### src/rtl/os_result_collector_pkg.sv
// os_collect_pkg: shared state type, size defaults and index helpers for os_result_collector.
// Optional statistics ports are enabled with OS_COLLECT_STATS_EN.
`ifndef OS_ROWS
`define OS_ROWS 4
`endif
`ifndef OS_COLS
`define OS_COLS 4
`endif
package os_collect_pkg;
  typedef enum logic [1:0] {IDLE, COLLECT, HOLD} state_e;
  localparam int CNT_W = $clog2(`OS_ROWS) + 1;
  function automatic int cnt_width(int rows);
    return $clog2(rows) + 1;
  endfunction
  function automatic int elem_off(int r, int c, int cols, int w);
    return (r * cols + c) * w;
  endfunction
endpackage

### src/rtl/os_result_collector_if.sv
// os_result_collector_if: beat stream in, result matrix handshake out (stats signals under OS_COLLECT_STATS_EN).
interface os_result_collector_if #(
  parameter int ROWS = `OS_ROWS,
  parameter int COLS = `OS_COLS,
  parameter int WORD_SIZE = 16
);
  logic arm;
  logic [COLS*WORD_SIZE-1:0] bottom_out;
  logic [COLS-1:0] output_col_valid;
  logic [ROWS*COLS*WORD_SIZE-1:0] result_matrix;
  logic result_valid;
  logic result_ready;
  logic busy;
  logic timeout_err;
`ifdef OS_COLLECT_STATS_EN
  logic [15:0] latency_cycles;
  logic [7:0] extra_beats;
`endif
  modport slave (
    input arm, bottom_out, output_col_valid, result_ready,
    output result_matrix, result_valid, busy, timeout_err
`ifdef OS_COLLECT_STATS_EN
    , output latency_cycles, extra_beats
`endif
  );
  modport master (
    output arm, bottom_out, output_col_valid, result_ready,
    input result_matrix, result_valid, busy, timeout_err
`ifdef OS_COLLECT_STATS_EN
    , input latency_cycles, extra_beats
`endif
  );
endinterface

### src/rtl/os_result_collector_col_capture.sv
// os_col_capture: one result column; first beat lands in the bottom row, later beats climb upward.
import os_collect_pkg::*;
module os_col_capture #(
  parameter int ROWS = `OS_ROWS,
  parameter int WORD_SIZE = 16
) (
  input  logic clk,
  input  logic rst,
  input  logic clr,
  input  logic en,
  input  logic v,
  input  logic [WORD_SIZE-1:0] din,
  output logic [ROWS*WORD_SIZE-1:0] col,
  output logic done
`ifdef OS_COLLECT_STATS_EN
  , output logic extra
`endif
);
  localparam int CW = cnt_width(ROWS);
  localparam logic [CW-1:0] FULL = CW'(ROWS);
  logic [CW-1:0] cnt;
  logic hit;
  assign hit = en & v & (cnt != FULL);
  // done also covers the cycle whose beat fills the column, so the FSM leaves without a bubble
  assign done = (cnt == FULL) | (hit & (cnt == FULL - 1'b1));
`ifdef OS_COLLECT_STATS_EN
  assign extra = v & (cnt == FULL);
`endif
  always_ff @(posedge clk) begin
    if (rst) begin
      cnt <= '0;
      col <= '0;
    end else if (clr) begin
      cnt <= '0;
    end else if (hit) begin
      col[(ROWS - 1 - int'(cnt)) * WORD_SIZE +: WORD_SIZE] <= din;
      cnt <= cnt + 1'b1;
    end
  end
endmodule

### src/rtl/os_result_collector.sv
// os_result_collector: reassembles the output-stationary array's bottom stream into a ROWS x COLS matrix.
// Define OS_COLLECT_STATS_EN for latency_cycles / extra_beats reporting.
import os_collect_pkg::*;
module os_result_collector #(
  parameter int ROWS = `OS_ROWS,
  parameter int COLS = `OS_COLS,
  parameter int WORD_SIZE = 16,
  parameter int TIMEOUT = 64
) (
  input logic clk,
  input logic rst,
  os_result_collector_if.slave bus
);
  state_e state;
  logic [15:0] timer;
  logic [COLS-1:0] done;
  logic clr, en, all_done, expire, terr;
`ifdef OS_COLLECT_STATS_EN
  logic [COLS-1:0] xp;
  logic [8:0] xsum;
  logic [15:0] lat;
  logic [7:0] xb;
`endif
  assign clr = (state == IDLE) & bus.arm;
  assign en = state == COLLECT;
  assign all_done = &done;
  assign expire = timer == 16'(TIMEOUT - 1);
  assign bus.result_valid = state == HOLD;
  assign bus.busy = state != IDLE;
  assign bus.timeout_err = terr;
  for (genvar c = 0; c < COLS; c++) begin : g_col
    logic [ROWS*WORD_SIZE-1:0] col;
    os_col_capture #(.ROWS(ROWS), .WORD_SIZE(WORD_SIZE)) u_cap (
      .clk(clk),
      .rst(rst),
      .clr(clr),
      .en(en),
      .v(bus.output_col_valid[c]),
      .din(bus.bottom_out[c*WORD_SIZE +: WORD_SIZE]),
      .col(col),
      .done(done[c])
`ifdef OS_COLLECT_STATS_EN
      , .extra(xp[c])
`endif
    );
    for (genvar r = 0; r < ROWS; r++) begin : g_row
      assign bus.result_matrix[elem_off(r, c, COLS, WORD_SIZE) +: WORD_SIZE] = col[r*WORD_SIZE +: WORD_SIZE];
    end
  end
  always_ff @(posedge clk) begin
    if (rst) begin
      state <= IDLE;
      timer <= '0;
      terr <= 1'b0;
    end else if (clr) begin
      state <= COLLECT;
      timer <= '0;
      terr <= 1'b0;
    end else if (en) begin
      timer <= timer + {15'd0, ~&timer};
      if (all_done | expire) state <= HOLD;
      if (!all_done & expire) terr <= 1'b1;
    end else if (state == HOLD && bus.result_ready) begin
      state <= IDLE;
    end
  end
`ifdef OS_COLLECT_STATS_EN
  assign xsum = {1'b0, xb} + 9'($countones(xp));
  assign bus.latency_cycles = lat;
  assign bus.extra_beats = xb;
  always_ff @(posedge clk) begin
    if (rst) begin
      lat <= '0;
      xb <= '0;
    end else begin
      if (clr) xb <= '0;
      else if (state != IDLE) xb <= xsum[8] ? 8'hFF : xsum[7:0];
      if (en & (all_done | expire)) lat <= timer + {15'd0, ~&timer};
    end
  end
`endif
endmodule

### src/flat_wrapper.sv
// flat-port wrapper written by rule: the top's interface ports become plain ports
module os_result_collector_flat 
#(
  parameter int ROWS = `OS_ROWS,
  parameter int COLS = `OS_COLS,
  parameter int WORD_SIZE = 16,
  parameter int TIMEOUT = 64
)
  (clk, rst, bus_arm, bus_bottom_out, bus_output_col_valid, bus_result_ready, bus_result_matrix, bus_result_valid, bus_busy, bus_timeout_err);
  os_result_collector_if #(.ROWS(ROWS), .COLS(COLS), .WORD_SIZE(WORD_SIZE)) bus_i ();
  input logic clk;
  input logic rst;
  input wire logic [$bits(bus_i.arm)-1:0] bus_arm;
  input wire logic [$bits(bus_i.bottom_out)-1:0] bus_bottom_out;
  input wire logic [$bits(bus_i.output_col_valid)-1:0] bus_output_col_valid;
  input wire logic [$bits(bus_i.result_ready)-1:0] bus_result_ready;
  output wire logic [$bits(bus_i.result_matrix)-1:0] bus_result_matrix;
  output wire logic [$bits(bus_i.result_valid)-1:0] bus_result_valid;
  output wire logic [$bits(bus_i.busy)-1:0] bus_busy;
  output wire logic [$bits(bus_i.timeout_err)-1:0] bus_timeout_err;
  assign bus_i.arm = bus_arm;
  assign bus_i.bottom_out = bus_bottom_out;
  assign bus_i.output_col_valid = bus_output_col_valid;
  assign bus_i.result_ready = bus_result_ready;
  assign bus_result_matrix = bus_i.result_matrix;
  assign bus_result_valid = bus_i.result_valid;
  assign bus_busy = bus_i.busy;
  assign bus_timeout_err = bus_i.timeout_err;
  os_result_collector #(.ROWS(ROWS), .COLS(COLS), .WORD_SIZE(WORD_SIZE), .TIMEOUT(TIMEOUT)) u_core (.clk(clk), .rst(rst), .bus(bus_i));
endmodule
### config.mk
export PLATFORM = sky130hd
export DESIGN_NAME = os_result_collector_flat
export DESIGN_NICKNAME = d
export VERILOG_FILES = /design/src/rtl/os_result_collector_pkg.sv /design/src/rtl/os_result_collector_if.sv /design/src/rtl/os_result_collector_col_capture.sv /design/src/rtl/os_result_collector.sv /design/src/flat_wrapper.sv
export SDC_FILE = /design/constraint.sdc
export NUM_CORES = 1
export LEC_CHECK = 0
export BUFFER_PORTS_ARGS = -buffer_cell sky130_fd_sc_hd__buf_2
export CORE_MARGIN = 2
export CORE_UTILIZATION = 35
export CTS_BUF_LIST = sky130_fd_sc_hd__clkbuf_16
export CTS_CLUSTER_SIZE = 28
export DETAILED_ROUTE_END_ITERATION = 16
export GPL_TIMING_DRIVEN = 0
export PLACE_DENSITY_LB_ADDON = 0.08
export SYNTH_ARGS = -nofsm -noshare
export SYNTH_HDL_FRONTEND = slang
export SYNTH_SLANG_ARGS = --single-unit
### constraint.sdc
create_clock -name clk -period 3.7 [get_ports clk]
set_input_delay 0.185 -clock clk [delete_from_list [all_inputs] [get_ports clk]]
set_output_delay 0.185 -clock clk [all_outputs]
set_load 0.02 [all_outputs]
==> flow_metrics.py, run 1 <==
metrics = {
    "setup_path": {
        "cp-end-kind": "flop",
        "path_class": "flop to flop",
        "cp_max_fo": 10,
        "slowest_stage": "nor4b_1",
        "cpPeakStageDelay_ns": 0.41,
        "cp_common_cell": "clkbuf_1",
        "required_ns": 4.10,
        "r2r_slack_ns": 0.42,
        "cp-start-kind": "flop",
        "worstPathArrival_ns": 3.69,
        "path_cells": "buf_2, clkbuf_2, nand3_1, ha_1, nor4b_1, nand4_1, or3_1, clkbuf_1, clkbuf_1, a31o_2",
    },
    "sta": {
        "drv_slew": 0,
        "setup_ws_ns": 0.4187,
        "period_minus_slack_ns": 3.281,
        "tns_ns": 0,
        "holdWs_ns": 0.006607,
        "worst_pin_slew_ns": 1.129,
        "max_slew_margin_pct": 24.02,
        "fin_crit_sh_pct": 88.68,
        "fmax_mhz": 304.8,
        "fin_skew_ns": 0.01099,
        "rsz0062_at_grt": "false",
        "setup_viol": 0,
        "hold_violations": 0,
    },
    "synth": {
        "synthArstFlopShare_pct": 0,
        "yosys_warnings": 0,
        "synth-edff-count": 0,
        "synthesis.area_sq_um": 11890,
        "synth_area_per_cell_sq_um": 8.817,
        "ys_types": 47,
        "syn_inst": 1349,
        "synth_top_flop_cell": "dfxtp_1",
        "synth-seq-cells": 287,
        "yosysSeqAreaShare_pct": 48.31,
        "syn_nets": 1447,
    },
    "floorplan": {
        "coreArea_sq_um": 33530,
        "die_w_um": 188.3,
        "initial_core_util_pct": 35.47,
        "row_count": 67,
        "die_height_um": 188.3,
        "die-area_sq_um": 35470,
        "ios": 331,
    },
    "global_route": {
        "grt_pass1_wl_um": 61540,
        "grt_max_degree": 13,
        "grt_antenna_before_repair": 0,
        "grtUsageTotal_pct": 21.67,
        "grt_pass1_vias": 10996,
        "grt-ovfl-total": 0,
    },
    "cells_and_area": {
        "fin_cells": 2241,
        "fin_nets": 1866,
        "syn_to_final_growth_pct": 32.03,
        "num-fill-cells": 3410,
        "antenna-diode-count": 0,
        "final_area_sq_um": 15700,
        "layout-drive-gt1-share_pct": 23.20,
    },
    "placement": {
        "dp_hpwl_um": 29500,
        "gp_routability_congestion": 0.7866,
        "place_area_sq_um": 14100,
        "portBuffers": 329,
        "placed_cells": 2126,
        "pre_cts_ws_ns": 0.1443,
    },
    "detailed_routing": {
        "viasPerCell": 5.056,
        "firstDrtPassIters": 5,
        "wl_per_cell_um": 17.84,
        "remaining_drc_errors": 0,
        "drtAntennaViolNets": 0,
        "drt-total-wl_um": 39990,
        "drt_iter0_markers": 570,
        "num_vias": 11331,
    },
    "clock_tree": {
        "cts_tree": "done",
        "cts_inserted_buffers": 34,
        "clock_latency_ns": 0.51,
        "cts_root_buf": "clkbuf_16",
        "htreeDepth": 2,
        "ctsLongestPathBuffers": 3,
        "clkSinkCount": 287,
        "cts.clk_slew.worst_paths_ns": 0.06,
    },
    "run_status": {
        "status": "finished clean",
    },
    "flow_run": {
        "maxCapViolations": 0,
    },
    "min_path": {
        "hp-class": "input port to flop",
    },
    "pwr": {
        "power_density_nw_per_um2": 448.7,
        "ir_drop_mv": 0.2627,
        "power.leakage_nw": 7.101,
    },
}
-- sequential cells by signal (all words and copies together), names as in the netlist --
name	cells
u_core.g_col.u_cap.cnt	12
u_core.timer	16
u_core.bus.timeout_err	1
u_core.g_col.u_cap.col	256
u_core.state	2
-- synthesized netlist by cell type (all sizes together) (2+ instances only) --
cell	instances	area (sq um)
or4	3	22.52
clkbuf	87	327.8
or2	4	25.02
xor2	5	43.79
o21ai	101	505.5
nand3b	22	165.2
nor4	22	137.6
nand4b	36	315.3
nand2	150	563.0
nand3	95	475.5
mux2i	101	1011
and2	4	25.02
buf	23	132.6
o21a	16	120.1
dfxtp	287	5746
or3	23	143.9
and4	2	17.52
ha	26	325.3
nand4bb	2	22.52
a21oi	136	680.7
nor2b	2	12.51
and3b	2	17.52
or3b	2	17.52
nor2	91	341.6
nor3b	2	20.02
xnor2	11	96.34
inv	28	105.1
nand4	25	156.4
a31o	16	140.1
and4b	2	20.02
nand2b	2	12.51
nor4bb	2	20.02
nor3	10	50.05
-- layout make-up --
type                            count  area (sq um)  share of cell area [%]
Clock inverter                     26         187.7                   1.195
Sequential cell                   287          5746                   36.59
Tap cell                          448         560.5                   3.569
Inverter                           28         105.1                  0.6693
Timing Repair Buffer              383          2185                   13.91
Clock buffer                       35         875.8                   5.577
Buffer                            110         461.7                   2.940
Multi-Input combinational cell    924          5583                   35.55
-- cell families after synthesis --
kind of cell               share of synthesized area, %
and+or+nand+nor                                   21.91
xor gates and xnor gates                          1.178
DFF                                               48.31
AOI/OAI and AO/OA                                 12.61
adders and majority gates                         2.735
buffers and inverters                             4.755
muxes                                             8.500
-- placed cells by master (no fill, tap or decap), types with 3 or more instances in the layout --
master	instances
buf_2	342
dlygate4sd3_1	53
nand4b_1	36
nand3_1	95
buf_1	5
nand2_1	150
a31o_2	16
ha_1	26
o21a_1	16
nand4_1	25
or2_2	4
dfxtp_1	287
nor4_1	22
o21ai_0	101
xor2_1	5
nand3b_1	22
clkbuf_16	35
nor2_1	91
buf_6	4
or4_1	3
and2_1	4
clkinv_1	9
a21oi_1	136
xnor2_1	11
nor3_1	10
or3_1	23
clkinv_2	5
inv_1	35
bufinv_16	3
mux2i_1	101
clkbuf_1	86
-- final timing paths --
| path | startpoint | to | cells after the start |
|---|---|---|---|
| worst max-delay path | u_core.g_col[2].u_cap.cnt[0] | u_core.g_col[2].u_cap.col[57] | 10 |
| worst min-delay path | bus_bottom_out[22] | u_core.g_col[1].u_cap.col[54] | 3 |
| worst min register to register | u_core.g_col[2].u_cap.col[6] | u_core.g_col[2].u_cap.col[6] | 2 |
| worst max register to register | u_core.g_col[2].u_cap.cnt[0] | u_core.g_col[2].u_cap.col[57] | 10 |
-- repair_timing --
action                                  CTS  global route
endpoints found under the hold margin   139             1
hold buffers                             52             1
endpoints found under the setup margin    0            20
gates resized for setup                   0             1
setup buffers                             0             1
-- critical path, delay by kind of cell (launching register included) --
family / cells / cell delay (ns)
compound gates: 1 / 0.31
fa+ha+maj: 1 / 0.39
buf+inv: 4 / 0.97
flops: 1 / 0.37
simple gates: 4 / 1.14
-- stage by stage --
| step | util [%] | power [mW] |
|---|---|---|
| 2_1_floorplan | - | 3.566 |
| 3_3_place_gp | 42.05 | 3.818 |
| 3_5_place_dp | 42.05 | 3.820 |
| 4_1_cts | 46.78 | 7.135 |
| 5_1_grt | 46.83 | 7.335 |
| 6_report | 46.83 | 7.046 |
-- routing by layer --
metal	vias to the layer above	global-route usage (%)	part of all wire (%)
met4	0	5.108	1.8
met5	-	0	0
li1	5590	-	-
met2	336	36.01	46
met3	44	5.662	7.4
met1	5361	28.17	44
-- power breakdown --
group / total [mW] / internal (mW) / switching [mW]
Combinational: 0.627 / 0.204 / 0.423
Sequential: 3.17 / 3.14 / 0.0303
Clock: 3.25 / 1.92 / 1.33
Total: 7.05 / 5.26 / 1.78
Note: power is estimated with default switching activity, not from simulation.
==> run 2: changes to the inputs <==
--- a/config.mk
+++ b/config.mk
@@ -6,13 +6,13 @@
 export NUM_CORES = 1
 export LEC_CHECK = 0
 export BUFFER_PORTS_ARGS = -buffer_cell sky130_fd_sc_hd__buf_2
-export CORE_MARGIN = 2
 export CORE_UTILIZATION = 35
 export CTS_BUF_LIST = sky130_fd_sc_hd__clkbuf_16
 export CTS_CLUSTER_SIZE = 28
 export DETAILED_ROUTE_END_ITERATION = 16
 export GPL_TIMING_DRIVEN = 0
 export PLACE_DENSITY_LB_ADDON = 0.08
+export SKIP_CTS_REPAIR_TIMING = 1
 export SYNTH_ARGS = -nofsm -noshare
 export SYNTH_HDL_FRONTEND = slang
 export SYNTH_SLANG_ARGS = --single-unit
==> run 2 against run 1 <==
Against the previous run:
- the run now ends with hold timing left
- routed wire length fell by 1.3%
- total power grew 4.0%
- sequential power about the same
- worst setup slack lost 0.0076 ns
==> flow_metrics.py, run 2 (synthesized netlist as in run 1, its figures left out) <==
metrics = {
    "pwr": {
        "power_mw": 7.327,
        "power.leakage_nw": 7.090,
        "power_density_nw_per_um2": 465.8,
        "ir_drop_mv": 0.2564,
    },
    "clock_tree": {
        "cts_inserted_buffers": 35,
        "clock_latency_ns": 0.50,
        "cts_root_buf": "clkbuf_16",
        "ctsLongestPathBuffers": 3,
        "htreeDepth": 2,
        "clkSinkCount": 287,
        "cts_tree": "done",
        "cts.clk_slew.worst_paths_ns": 0.06,
    },
    "placement": {
        "gp_routability_congestion": 0.8383,
        "portBuffers": 329,
        "pre_cts_ws_ns": 0.1261,
        "dp_hpwl_um": 29080,
    },
    "cells_and_area": {
        "utilization_pct": 47.03,
        "antenna-diode-count": 0,
        "largest_register": "u_core.g_col.u_cap.col",
        "largestRegisters": "u_core.g_col.u_cap.col (256), u_core.timer (16), u_core.g_col.u_cap.cnt (12)",
        "fin_nets": 1857,
        "largest_register_ffs": 256,
        "num-fill-cells": 3379,
        "mostFrequentLayoutCell": "buf_2",
        "syn_to_final_growth_pct": 32.25,
        "layout-drive-gt1-share_pct": 23.51,
        "layout_common_cells": "buf_2 (342), dfxtp_1 (287), nand2_1 (150)",
    },
    "detailed_routing": {
        "num_vias": 11238,
        "drtAntennaViolNets": 0,
        "firstDrtPassIters": 5,
        "remaining_drc_errors": 0,
        "wl_per_cell_um": 17.71,
        "drt_iter0_markers": 566,
        "drt-total-wl_um": 39480,
        "viasPerCell": 5.039,
    },
    "floorplan": {
        "die-area_sq_um": 34720,
        "coreArea_sq_um": 33450,
        "row_count": 67,
        "initial_core_util_pct": 35.56,
        "die_w_um": 186.3,
        "ios": 331,
        "die_height_um": 186.3,
    },
    "sta": {
        "fin_skew_ns": 0.01211,
        "tns_ns": 0,
        "fin_crit_sh_pct": 88.89,
        "setup_ws_ns": 0.4111,
        "setup_viol": 0,
        "fmax_mhz": 304.0,
        "worst_pin_slew_ns": 1.213,
        "holdWs_ns": -0.02498,
        "drv_slew": 0,
        "rsz0062_at_grt": "false",
        "period_minus_slack_ns": 3.289,
        "hold_violations": 10,
        "max_slew_margin_pct": 18.37,
    },
    "run_status": {
        "status": "complete, but fails checks",
        "violations": "hold timing",
    },
    "setup_path": {
        "cp-end-kind": "flop",
        "required_ns": 4.10,
        "cp-start-kind": "flop",
        "slowest_stage": "ha_1",
        "cp_common_cell": "clkbuf_1",
        "path_class": "flop to flop",
        "cpPeakStageDelay_ns": 0.40,
        "worstPathArrival_ns": 3.69,
        "cp_max_fo": 19,
        "r2r_slack_ns": 0.41,
        "path_cells": "buf_2, nand3_1, ha_1, nor4b_1, nand4_1, or3_1, clkbuf_1, clkbuf_1, a31o_2",
    },
    "global_route": {
        "grt_busiest_layer": "met2",
        "grt_antenna_before_repair": 0,
        "grt-ovfl-total": 0,
        "grtUsageMet3_pct": 5.323,
        "grt_max_degree": 14,
        "met2_usage_pct": 34.86,
        "grtUsageTotal_pct": 21.74,
        "grt_pass1_vias": 10689,
        "grt_pass1_wl_um": 60660,
        "grt_use_met1_pct": 28.77,
    },
    "min_path": {
        "hp-class": "input port to flop",
    },
    "flow_run": {
        "maxCapViolations": 0,
    },
}
run 2: path summary, 6_finish.rpt:
| path | startpoint | to | cells after the start |
|---|---|---|---|
| setup / recovery | u_core.g_col[2].u_cap.cnt[0] | u_core.g_col[2].u_cap.col[56] | 9 |
| hold / removal | bus_bottom_out[12] | u_core.g_col[0].u_cap.col[12] | 3 |
| setup reg to reg | u_core.g_col[2].u_cap.cnt[0] | u_core.g_col[2].u_cap.col[56] | 9 |
| hold reg to reg | u_core.g_col[2].u_cap.col[10] | u_core.g_col[2].u_cap.col[10] | 2 |
run 2: power breakdown:
group | leakage [nW] | internal (mW) | switching [mW] | total, mW
logic | 4.19 | 0.197 | 0.424 | 0.622
registers | 2.32 | 3.14 | 0.0291 | 3.17
clock network | 0.585 | 2.22 | 1.32 | 3.54
total | 7.09 | 5.55 | 1.78 | 7.33
run 2: layout make-up:
type	count	area (sq um)	area share (%)
tap	448	560.5	3.563
clock inverter	23	256.5	1.631
sequential	287	5746	36.53
multi-input combinational	924	5583	35.49
clock buffer	37	925.9	5.886
timing repair buffer	374	2097	13.33
inverter	28	105.1	0.6682
buffer	109	456.7	2.903
run 2: metrics by stage:
stage                     area, sq um  std cells  hold WS, ns
after floorplan                 11890       1349       0.3289
after global placement          14100       2126       0.4385
after detailed placement        14100       2126       0.4439
after CTS                       15280       2186     -0.05282
after global routing            15730       2230     0.001341
final                           15730       2230     -0.02498
run 2: routing by layer:
layer	up-vias	wire [um]
met5	-	0
met4	0	862
met3	48	2601
met2	318	18080
met1	5289	17940
li1	5583	-
run 2: worst max-delay path, delay by kind of cell (launching register included):
| kind | cells | cell delay, ns |
|---|---|---|
| flip-flops | 1 | 0.37 |
| AO/OA/AOI/OAI | 1 | 0.31 |
| adder cells (fa/ha/maj) | 1 | 0.40 |
| buffers and inverters | 3 | 0.83 |
| AND/OR/NAND/NOR | 4 | 1.28 |
==> run 3: changes to the inputs <==
--- a/config.mk
+++ b/config.mk
@@ -11,7 +11,7 @@
 export CTS_CLUSTER_SIZE = 28
 export DETAILED_ROUTE_END_ITERATION = 16
 export GPL_TIMING_DRIVEN = 0
-export PLACE_DENSITY_LB_ADDON = 0.08
+export PLACE_DENSITY = 0.61
 export SKIP_CTS_REPAIR_TIMING = 1
 export SYNTH_ARGS = -nofsm -noshare
 export SYNTH_HDL_FRONTEND = slang
==> run 3 against run 2 <==
Against the previous run:
- the flow still finishes with violations (hold timing)
- critical path depth grew 1
- worst setup slack lost 0.045 ns
- global-route usage shrank 0.19 points
- clock skew grew 0.0097 ns
- first-iteration DRC count grew 25%
- routed wire length is essentially flat
- count of clock-buffer cells in the layout shrank 2
- worst hold slack gained 0.0060 ns
- die area is the same
- core utilization shrank 0.70 points
- maximum frequency shrank 1.3%
- critical endpoint is now u_core.g_col[2].u_cap.col[54]
- largest power group is now registers
- highest routed layer unchanged
==> flow_metrics.py, run 3 (synthesized netlist as in run 1, its figures left out) <==
metrics = {
    "run_status": {
        "status": "complete, but fails checks",
        "violations": "hold timing",
    },
    "detailed_routing": {
        "wl_per_cell_um": 17.74,
        "drtAntennaViolNets": 0,
        "met2_length_um": 18340,
        "viasPerCell": 5.150,
        "num_vias": 11459,
        "wl_met1_um": 17170,
        "firstDrtPassIters": 5,
        "remaining_drc_errors": 0,
        "drt-total-wl_um": 39470,
        "maxUsedRoutingLayer": "met4",
        "drt_iter0_markers": 706,
        "met3_length_um": 2936,
    },
    "setup_path": {
        "r2r-start": "u_core.g_col[2].u_cap.cnt[0]",
        "crit_path_end": "u_core.g_col[2].u_cap.col[54]",
        "path_class": "flop to flop",
        "cp-end-kind": "flop",
        "cp_common_cell": "clkbuf_1",
        "cp-start-kind": "flop",
        "r2r_cells": 10,
        "cpPeakStageDelay_ns": 0.41,
        "cp_max_fo": 10,
        "r2r_end": "u_core.g_col[2].u_cap.col[54]",
        "path_cells": "buf_2, clkbuf_2, nand3_1, ha_1, nor4b_1, nand4_1, or3_1, clkbuf_1, clkbuf_1, a31o_2",
        "r2r_slack_ns": 0.37,
        "required_ns": 4.07,
        "worstPathArrival_ns": 3.71,
        "slowest_stage": "nor4b_1",
        "critPathLaunch": "u_core.g_col[2].u_cap.cnt[0]",
    },
    "placement": {
        "portBuffers": 329,
        "pre_cts_ws_ns": 0.06841,
        "gp_routability_congestion": 0.8690,
        "dp_hpwl_um": 29230,
    },
    "flow_run": {
        "maxCapViolations": 0,
    },
    "floorplan": {
        "die-area_sq_um": 34720,
        "ios": 331,
        "coreArea_sq_um": 33450,
        "die_height_um": 186.3,
        "initial_core_util_pct": 35.56,
        "row_count": 67,
        "die_w_um": 186.3,
    },
    "clock_tree": {
        "clkSinkCount": 287,
        "htreeDepth": 2,
        "cts_root_buf": "clkbuf_16",
        "clock_latency_ns": 0.51,
        "ctsLongestPathBuffers": 3,
        "cts_inserted_buffers": 34,
        "cts_tree": "done",
        "cts.clk_slew.worst_paths_ns": 0.06,
    },
    "pwr": {
        "seqPwrFrac_pct": 46.2,
        "internal_power_mw": 5.112,
        "power_mw": 6.866,
        "p_clk_share_pct": 44.9,
        "power.leakage_nw": 6.981,
        "p_switching_mw": 1.755,
        "ir_drop_mv": 0.2838,
        "p_sw_share_pct": 25.56,
        "power_density_nw_per_um2": 443.1,
        "combPwrFrac_pct": 8.9,
    },
    "sta": {
        "max_slew_margin_pct": 10.93,
        "fin_crit_sh_pct": 90.10,
        "setup_ws_ns": 0.3662,
        "hold_violations": 9,
        "setup_viol": 0,
        "fin_skew_ns": 0.02185,
        "fmax_mhz": 300.0,
        "worst_pin_slew_ns": 1.324,
        "period_minus_slack_ns": 3.334,
        "drv_slew": 0,
        "rsz0062_at_grt": "false",
        "tns_ns": 0,
        "holdWs_ns": -0.01903,
    },
    "cells_and_area": {
        "syn_to_final_growth_pct": 30.28,
        "num-fill-cells": 3329,
        "fin_nets": 1850,
        "utilization_pct": 46.32,
        "register_area_sq_um": 5746,
        "mostFrequentLayoutCell": "buf_2",
        "layout_common_cells": "buf_2 (342), dfxtp_1 (287), nand2_1 (150)",
        "layout-drive-gt1-share_pct": 23.45,
        "largest_register_ffs": 256,
        "largestRegisters": "u_core.g_col.u_cap.col (256), u_core.timer (16), u_core.g_col.u_cap.cnt (12)",
        "multi_input_area_sq_um": 5583,
        "largest_register": "u_core.g_col.u_cap.col",
    },
    "global_route": {
        "grt_pass1_wl_um": 60210,
        "grtUsageTotal_pct": 21.55,
        "grt_pass1_vias": 10639,
        "grt-ovfl-total": 0,
        "grt_antenna_before_repair": 1,
        "grt_max_degree": 14,
    },
    "min_path": {
        "hp-class": "input port to flop",
    },
}
run 3: cell types whose count changed in the layout (fill, tap and decap cells not counted), moves of 2 or more:
cell	delta
clkinv_1	+4
inv_6	+2
diode_2	+3
bufinv_16	-5
buf_4	+2
clkbuf_16	-2
dlygate4sd3_1	-9
run 3: power groups by stage:
stage	Clock (mW)	Combinational, mW	Sequential, mW
after global placement	0	0.571	3.24
after detailed placement	0	0.576	3.24
final	3.08	0.611	3.17
after CTS	3.15	0.578	3.17
after global routing	3.28	0.665	3.17
after floorplan	0	0.282	3.28
run 3: critical path, delay by kind of cell (launching register included):
kind | cells | cell delay, ns
buffers and inverters | 4 | 0.97
adder cells (fa/ha/maj) | 1 | 0.38
AND/OR/NAND/NOR | 4 | 1.15
AO/OA/AOI/OAI | 1 | 0.31
flip-flops | 1 | 0.38
run 3: cell type report:
type / count / area share, %
sequential: 287 / 37.08
clock buffer: 35 / 5.652
clock inverter: 23 / 0.8640
antenna: 3 / 0.04845
timing repair buffer: 367 / 13.05
tap: 448 / 3.618
multi-input combinational: 924 / 36.03
buffer: 110 / 2.980
inverter: 28 / 0.6783
run 3: worst min path at each step:
stage                                  start                       endpoint  slack, ns  cells after the start
3_5_place_dp   u_core.g_col[3].u_cap.col[61]  u_core.g_col[3].u_cap.col[61]       0.44                      2
5_1_grt                   bus_bottom_out[43]  u_core.g_col[2].u_cap.col[11]     -0.001                      3
2_1_floorplan              bus_bottom_out[0]   u_core.g_col[0].u_cap.col[0]       0.33                      2
6_report                   bus_bottom_out[0]  u_core.g_col[0].u_cap.col[32]      -0.02                      3
4_1_cts                    bus_bottom_out[6]   u_core.g_col[0].u_cap.col[6]      -0.06                      3
3_3_place_gp   u_core.g_col[2].u_cap.col[15]  u_core.g_col[2].u_cap.col[15]       0.44                      2
run 3: routing by layer:
layer | up-vias | global-route usage [%]
li1 | 5564 | -
met1 | 5418 | 27.53
met2 | 404 | 35.26
met3 | 73 | 5.605
met4 | 0 | 7.025
met5 | - | 0
run 3: through the flow:
step	cells	hold WS, ns	instance area, sq um
2_1_floorplan	1349	0.3289	11890
3_3_place_gp	2126	0.4360	14100
3_5_place_dp	2126	0.4442	14100
4_1_cts	2184	-0.05918	15110
5_1_grt	2223	-0.001032	15490
6_report	2225	-0.01903	15490
